[src/rtl/uart_receive_rx.sv]
// ----------------------------------------------------------------------------
// uart_receive_rx -- 8N1 UART receiver
//
// Receives asynchronous serial frames (start bit 0, 8 data bits LSB first,
// one stop bit 1, no parity) and presents each correctly framed byte.
//
// Parameters
//   CLK_FREQ  : CLK frequency in Hz
//   BAUD      : serial bit rate in bit/s; one bit lasts CLK_FREQ/BAUD clocks
//
// Ports
//   CLK       : system clock, rising edge
//   RST       : synchronous active-high reset
//   RXD       : asynchronous serial input, idle high
//   DATA      : last correctly received byte, held between frames
//   RXD_READY : one-clock pulse when DATA has just been updated
// ----------------------------------------------------------------------------
module uart_receive_rx #(
   parameter int unsigned CLK_FREQ = 27000000,
   parameter int unsigned BAUD     = 1000000
) (
   input  logic       CLK,
   input  logic       RST,
   input  logic       RXD,
   output logic [7:0] DATA,
   output logic       RXD_READY
);

   localparam int unsigned DIV   = CLK_FREQ / BAUD;
   localparam int unsigned HALF  = DIV / 2;
   localparam int unsigned CNT_W = $clog2(DIV + 1);

   localparam logic [CNT_W-1:0] BIT_LAST  = CNT_W'(DIV - 1);
   localparam logic [CNT_W-1:0] HALF_LAST = CNT_W'(HALF - 1);

   typedef enum logic [1:0] {
      IDLE,
      START,
      DATA_BITS,
      STOP
   } state_t;

   state_t           state, state_nx;
   logic             rxd_meta, rxd_sync;
   logic [CNT_W-1:0] cnt, cnt_nx;
   logic [2:0]       idx, idx_nx;
   logic [7:0]       shift, shift_nx;
   logic [7:0]       data_nx;
   logic             ready_nx;
   logic             frame_err, frame_err_nx;

   always_ff @(posedge CLK) begin
      if (RST) begin
         rxd_meta  <= 1'b1;
         rxd_sync  <= 1'b1;
         state     <= IDLE;
         cnt       <= '0;
         idx       <= '0;
         shift     <= '0;
         frame_err <= 1'b0;
         DATA      <= '0;
         RXD_READY <= 1'b0;
      end else begin
         rxd_meta  <= RXD;
         rxd_sync  <= rxd_meta;
         state     <= state_nx;
         cnt       <= cnt_nx;
         idx       <= idx_nx;
         shift     <= shift_nx;
         frame_err <= frame_err_nx;
         DATA      <= data_nx;
         RXD_READY <= ready_nx;
      end
   end

   always_comb begin
      state_nx     = state;
      cnt_nx       = cnt;
      idx_nx       = idx;
      shift_nx     = shift;
      frame_err_nx = frame_err;
      data_nx      = DATA;
      ready_nx     = 1'b0;

      case (state)
         IDLE: begin
            cnt_nx = '0;
            if (!rxd_sync) begin
               state_nx = START;
            end
         end

         // Re-check the line half a bit in; a high sample means the
         // falling edge was only a glitch.
         START: begin
            if (cnt == HALF_LAST) begin
               cnt_nx = '0;
               if (rxd_sync) begin
                  state_nx = IDLE;
               end else begin
                  state_nx = DATA_BITS;
                  idx_nx   = '0;
               end
            end else begin
               cnt_nx = cnt + 1'b1;
            end
         end

         DATA_BITS: begin
            if (cnt == BIT_LAST) begin
               cnt_nx        = '0;
               shift_nx[idx] = rxd_sync;
               if (idx == 3'd7) begin
                  state_nx = STOP;
               end else begin
                  idx_nx = idx + 1'b1;
               end
            end else begin
               cnt_nx = cnt + 1'b1;
            end
         end

         // A low stop sample sets frame_err; the FSM then parks here until
         // the line goes high so a stuck-low line cannot retrigger frames.
         STOP: begin
            if (frame_err) begin
               if (rxd_sync) begin
                  frame_err_nx = 1'b0;
                  state_nx     = IDLE;
               end
            end else if (cnt == BIT_LAST) begin
               cnt_nx = '0;
               if (rxd_sync) begin
                  data_nx  = shift;
                  ready_nx = 1'b1;
                  state_nx = IDLE;
               end else begin
                  frame_err_nx = 1'b1;
               end
            end else begin
               cnt_nx = cnt + 1'b1;
            end
         end

         default: state_nx = IDLE;
      endcase
   end

endmodule

[config.mk]
export PLATFORM = sky130hd
export DESIGN_NAME = uart_receive_rx
export DESIGN_NICKNAME = d
export VERILOG_FILES = /design/src/rtl/uart_receive_rx.sv
export SDC_FILE = /design/constraint.sdc
export NUM_CORES = 1
export LEC_CHECK = 0
export CORE_MARGIN = 4
export CORE_UTILIZATION = 56
export DETAILED_ROUTE_END_ITERATION = 6
export PLACE_DENSITY = 0.75
export SLEW_MARGIN = 5
export SYNTH_ARGS = -nofsm -noshare
export SYNTH_HDL_FRONTEND = slang
export SYNTH_SLANG_ARGS = --single-unit
[constraint.sdc]
create_clock -name CLK -period 2.3 [get_ports CLK]
set_input_delay 0.69 -clock CLK [delete_from_list [all_inputs] [get_ports CLK]]
set_output_delay 0.69 -clock CLK [all_outputs]
set_load 0.005 [all_outputs]
==> After elaboration in Yosys (flattened, before gate mapping) <==
Index checks and enable logic that the tools add are counted.
{ "totals": {"regBits": 30, "input_bits": 3, "output_inout_bits": 9} }
{ "op_classes": {"mux": 25, "bitwise_logic": 3, "n_reduce_logical": 8, "order_cmp": 2, "n_eq_ne": 14, "add_sub_neg": 2} }
{ "ops": {"columns": ["op", "n"], "rows": [
  ["case mux 5 bit (4 select lines)", 1],
  ["two-way mux 2 bit", 8],
  ["two-way mux 5 bit", 3],
  ["!= test 2 bit, second input constant", 7],
  ["two-way mux 3 bit", 4],
  ["AND reduction 5 bit", 2],
  ["bitwise mux 8 bit", 1],
  ["case mux 2 bit (4 select lines)", 1],
  ["case mux 3 bit (2 select lines)", 1],
  ["adder 5 x 1 -> 5 bit, second input constant", 1],
  ["equality test 5 x 4 -> 1 bit, second input constant", 1],
  ["equality test 5 bit, second input constant", 1],
  ["two-way mux 1 bit", 5],
  ["equality test 2 bit, second input constant", 2],
  ["< comparator 3 x 4 -> 1 bit, second input constant", 1],
  ["AND reduction 4 bit", 1],
  ["OR reduction 4 bit", 1],
  ["adder 3 x 1 -> 3 bit, second input constant", 1],
  ["demux 1 bit (select 3 bit)", 1],
  ["equality test 3 bit, second input constant", 1],
  [">= comparator 3 x 1 -> 1 bit, second input constant", 1],
  ["!= test 3 bit, second input constant", 1],
  ["NOT 1 bit", 3],
  ["equality test 2 x 1 -> 1 bit, second input constant", 1],
  ["other kinds (4)", 4]
]} }

==> Depth between registers and ports, before layout <==
{ "depth": {"ltp_word": 5, "mapped_depth": 8, "ltp_nobuf": 6} }

==> Least setup slack after synthesis <==
No wires, ideal clock.
{ "synth_timing": {"path_kind": "reg-to-reg", "from": "register cnt[0]", "to": "register DATA[0]", "path_stages_with_launch": 9, "path_buffers": 2, "arrival_time_ns": 1.589, "slack_ns": 0.584, "period_less_slack_ns": 1.716, "cell_sequence": "dfxtp_1 > inv_1 > ha_1 > and4b_2 > buf_2 > nand4_1 > buf_2 > mux2i_1 > nor2_1"} }
{ "synth_via": {"elab_chain_len": 2} }
{ "synth_rtl": {"columns": ["item", "line_no", "text"], "rows": [
  ["start, declared", "45", "logic [CNT_W-1:0] cnt, cnt_nx;"],
  ["start signal, assigned", "67", "cnt <= cnt_nx;"],
  ["equality test 5 bit", "131", "end else if (cnt == BIT_LAST) begin"],
  ["AND reduction 4 bit (no line)", null, null],
  ["end signal, assigned", "71", "DATA <= data_nx;"],
  ["end, declared", "25", "output logic [7:0] DATA,"]
]} }
Every way passes these cells.
A chain may end at the register's enable or synchronous reset.

==> Final worst setup path <==
Ends and elaborated chain as after synthesis.

==> parameters.txt <==
Parameter                              Value

Drt
  DRC violations left ... 0
  WL final ... about 2700 µm
  DR vias/cell ... 5.89
  DRT antenna net count ... 0
  Final routed wire length divided by cell count ... 14.3 µm
  Via Count ... 1119
  Router iterations before antenna repair ... 4
  Detailed router's first-iteration violation count ... 54

Synthesis
  Post-synthesis register bit count ... 30
  Sequential share of the synthesized area ... 43.4%
  Area share of the leading cell type in the synthesized netlist ... roughly 43%
  Number of standard cells after synthesis ... 150
  Syn Std Cell Area ... about 1400 µm²
  Cell type contributing the most total cell area after synthesis ... sky130_fd_sc_hd__dfxtp_1
  Synthesized area per cell ... 9.23 µm²
  Most area-consuming cells after synthesis ... sky130_fd_sc_hd__dfxtp_1 (43%), sky130_fd_sc_hd__mux2i_1 (12%), sky130_fd_sc_hd__nor2_1 (6.0%)
  Number of warning messages in the yosys log ... 0
  Number of nets in the synthesized netlist ... 158
  Distinct cell type count of the synthesized netlist ... 34

Place
  Final weighted congestion of routability-driven global placement ... 0.801
  Cell Area, Placed ... 1510 µm²
  Dpl hpwl ... around 1900 µm
  Placed cells ... 182
  Number of buffer cells added on primary ports ... 11

Setup path
  Cell-by-cell listing of the critical path ... inv_1, ha_1, and4b_2, nand4_1, mux2i_1, nor2_1
  Largest stage delay on the critical path ... 0.52 ns
  WP data arrival ... 2.24 ns
  Startpoint type of the worst setup path ... flip-flop
  Critical path endpoint category ... flip-flop
  Critical path start-end classification ... reg -> reg
  Kind of cell with the highest combined delay on the critical path ... simple AND/OR/NAND/NOR gates
  Largest fanout on the critical path ... 9
  Count of buffering cells on the critical path with inverters included ... 1
  Slowest cell on the critical path ... sky130_fd_sc_hd__nand4_1
  Data required, critical path ... 2.51 ns

Die
  Die span in y ... 57.7 µm
  Std-Cell Rows ... 17
  Core area ... 2280 µm²
  Width of the chip ... 57.7 µm
  Initial Utilization ... between 60 and 70%
  Area of the die ... 3330 µm²
  Top-level port count ... 12

Timing
  Hold Vio Cnt, Final ... 0
  Worst clock skew ... 0.00465 ns
  Peak clock frequency supported by timing ... 0.493 GHz
  RSZ-0062 raised after global routing ... no
  TNS Setup ... 0 ns
  Final critical-path required period ... 2.03 ns
  Final worst-path cycle share ... 88.3%
  Final number of max-transition violations ... 0
  Worst hold-check slack ... 0.413 ns
  Setup violators final ... 0
  Measured slew at the worst slew-check pin ... 0.623 ns
  Worst slew slack as a fraction of its limit ... 58.3%

Status
  Result of the run ... finished, final reports clean

Global route
  Largest net degree at the start of global routing ... 18
  Global-route wire length before repair ... 4640 µm
  Global-route usage over all layers ... between 10% and 20%
  Grt ovf ... 0
  Initial antenna violation count ... 0
  Via count of the first global-routing pass ... 1022

Clock network
  Post-cts gate resize count ... 0
  CTS tree ... done
  Number of buffers inserted by hold repair at cts ... 0
  Setup Buffers After CTS ... 0
  Clock root buffer ... sky130_fd_sc_hd__clkbuf_4
  Maximum count of clock buffers along a single path ... 2
  Later-pin clock latency in the skew report ... 0.32 ns
  Max H-tree Level ... 2
  Number of sinks driven by the clock tree ... 30
  Clk pin slew, worst setup/hold paths ... 0.09 ns
  CTS buffer count ... 5

Pwr
  Leakage power figure ... 0.652 nW
  Overall Power ... 0.000874 W
  Power per Cell Area ... around 560 nW/µm²
  Max VDD drop ... 0.000456 V

Layout
  Final cell area excluding filler cells ... 1570 µm²
  Count of nets after finishing ... 169
  Synthesis-to-layout area growth ... 13.5%
  Fraction of layout instances using a drive strength above 1 ... under 10%
  Filler cells ... 177
  Final cell count without fillers ... 190
  Antenna Diode Count ... 0

Worst hold path
  Hold Crit Class ... reg -> reg

Run
  Max-cap check violation count ... 0
==> metrics by stage <==
stage          worst slack [ns]  util, %
5_1_grt                   0.106     69.0
6_report                  0.270     69.0
3_3_place_gp              0.337     66.4
4_1_cts                   0.259     69.0
3_5_place_dp              0.272     66.4
2_1_floorplan             0.584        -
==> area by class of cell <==
type	count	area (µm²)	share of cell area, %
multi-input combinational	107	732	46.6
sequential	30	601	38.2
timing repair buffer	14	133	8.44
clock buffer	7	55.1	3.50
tap	28	35.0	2.23
inverter	3	11.3	0.717
clock inverter	1	5.00	0.318
==> synthesized netlist by cell type <==
library cell	number
sky130_fd_sc_hd__nor2b_1	1
sky130_fd_sc_hd__nand4b_1	5
sky130_fd_sc_hd__o32ai_1	1
sky130_fd_sc_hd__nand4b_4	1
sky130_fd_sc_hd__and4b_2	2
sky130_fd_sc_hd__or4_1	1
sky130_fd_sc_hd__nand2_1	8
sky130_fd_sc_hd__dfxtp_1	30
sky130_fd_sc_hd__o21ai_0	4
sky130_fd_sc_hd__o22ai_1	1
sky130_fd_sc_hd__mux2i_1	16
sky130_fd_sc_hd__nand3b_1	3
sky130_fd_sc_hd__a211oi_1	1
sky130_fd_sc_hd__a2bb2oi_1	1
sky130_fd_sc_hd__nor4b_1	1
sky130_fd_sc_hd__a31oi_1	5
sky130_fd_sc_hd__nand2b_1	3
sky130_fd_sc_hd__nand4_1	3
sky130_fd_sc_hd__inv_1	3
sky130_fd_sc_hd__a21bo_2	1
sky130_fd_sc_hd__clkbuf_1	7
sky130_fd_sc_hd__nor3_1	2
sky130_fd_sc_hd__nor3b_1	1
sky130_fd_sc_hd__nor2_1	22
sky130_fd_sc_hd__a311oi_1	1
sky130_fd_sc_hd__or2_2	2
sky130_fd_sc_hd__a21oi_1	4
sky130_fd_sc_hd__and3_1	1
sky130_fd_sc_hd__buf_2	3
sky130_fd_sc_hd__o2bb2ai_1	1
sky130_fd_sc_hd__nor4_1	2
sky130_fd_sc_hd__nand3_1	7
sky130_fd_sc_hd__o32a_1	1
sky130_fd_sc_hd__ha_1	5
==> state kept, by name, summed over array words and instances, names as in the netlist, 3 cells and up, named ones only <==
register  cells
DATA          8
cnt           5
idx           3
shift         8
==> final timing paths <==
check                                         start                    to  slack, ns  depth (start not counted)
worst max-delay path            cnt[0]$_SDFFE_PP0P_  DATA[0]$_SDFFE_PP0P_       0.27                          6
worst min-delay path            rxd_meta$_SDFF_PP1_   rxd_sync$_SDFF_PP1_       0.41                          1
worst max register to register  cnt[0]$_SDFFE_PP0P_  DATA[0]$_SDFFE_PP0P_       0.27                          6
worst min register to register  rxd_meta$_SDFF_PP1_   rxd_sync$_SDFF_PP1_       0.41                          1
==> cells by family after synthesis <==
logic type,synth area share [%]
AND/OR/NAND/NOR,26.6
flip-flops,43.4
AO/OA/AOI/OAI,10.1
multiplexers,11.6
buffers and inverters,3.79
adder cells (fa/ha/maj),4.52
==> routing by layer <==
metal  share of wire (%)  global-route usage, %
met3                 4.8                   6.90
met4                0.63                   6.29
met2                  45                   26.6
met1                  50                   23.4
met5                   0                      0
==> placed cells by master, fill, tap and decap left out, types with 2 or more instances in the layout <==
| cell | n |
|---|---|
| sky130_fd_sc_hd__ha_1 | 5 |
| sky130_fd_sc_hd__a31oi_1 | 5 |
| sky130_fd_sc_hd__clkdlybuf4s50_1 | 11 |
| sky130_fd_sc_hd__nand4b_1 | 5 |
| sky130_fd_sc_hd__nand2_1 | 8 |
| sky130_fd_sc_hd__nor4_1 | 2 |
| sky130_fd_sc_hd__or2_2 | 2 |
| sky130_fd_sc_hd__a21oi_1 | 4 |
| sky130_fd_sc_hd__nand4_1 | 3 |
| sky130_fd_sc_hd__nand3b_1 | 3 |
| sky130_fd_sc_hd__dfxtp_1 | 30 |
| sky130_fd_sc_hd__buf_4 | 3 |
| sky130_fd_sc_hd__and4b_2 | 2 |
| sky130_fd_sc_hd__nor3_1 | 2 |
| sky130_fd_sc_hd__nand3_1 | 7 |
| sky130_fd_sc_hd__inv_1 | 3 |
| sky130_fd_sc_hd__mux2i_1 | 16 |
| sky130_fd_sc_hd__nand2b_1 | 3 |
| sky130_fd_sc_hd__o21ai_0 | 4 |
| sky130_fd_sc_hd__nor2_1 | 22 |
| sky130_fd_sc_hd__clkbuf_4 | 5 |
==> report_power, final <==
group | internal [W] | switching, W | leakage (nW) | total (W)
Sequential | 0.000522 | 0.00000387 | 0.242 | 0.000526
Combinational | 0.0000113 | 0.0000162 | 0.374 | 0.0000275
Clock | 0.000148 | 0.000172 | 0.0353 | 0.000320
Total | 0.000681 | 0.000192 | 0.652 | 0.000874
(Power assumes the default switching activity.)
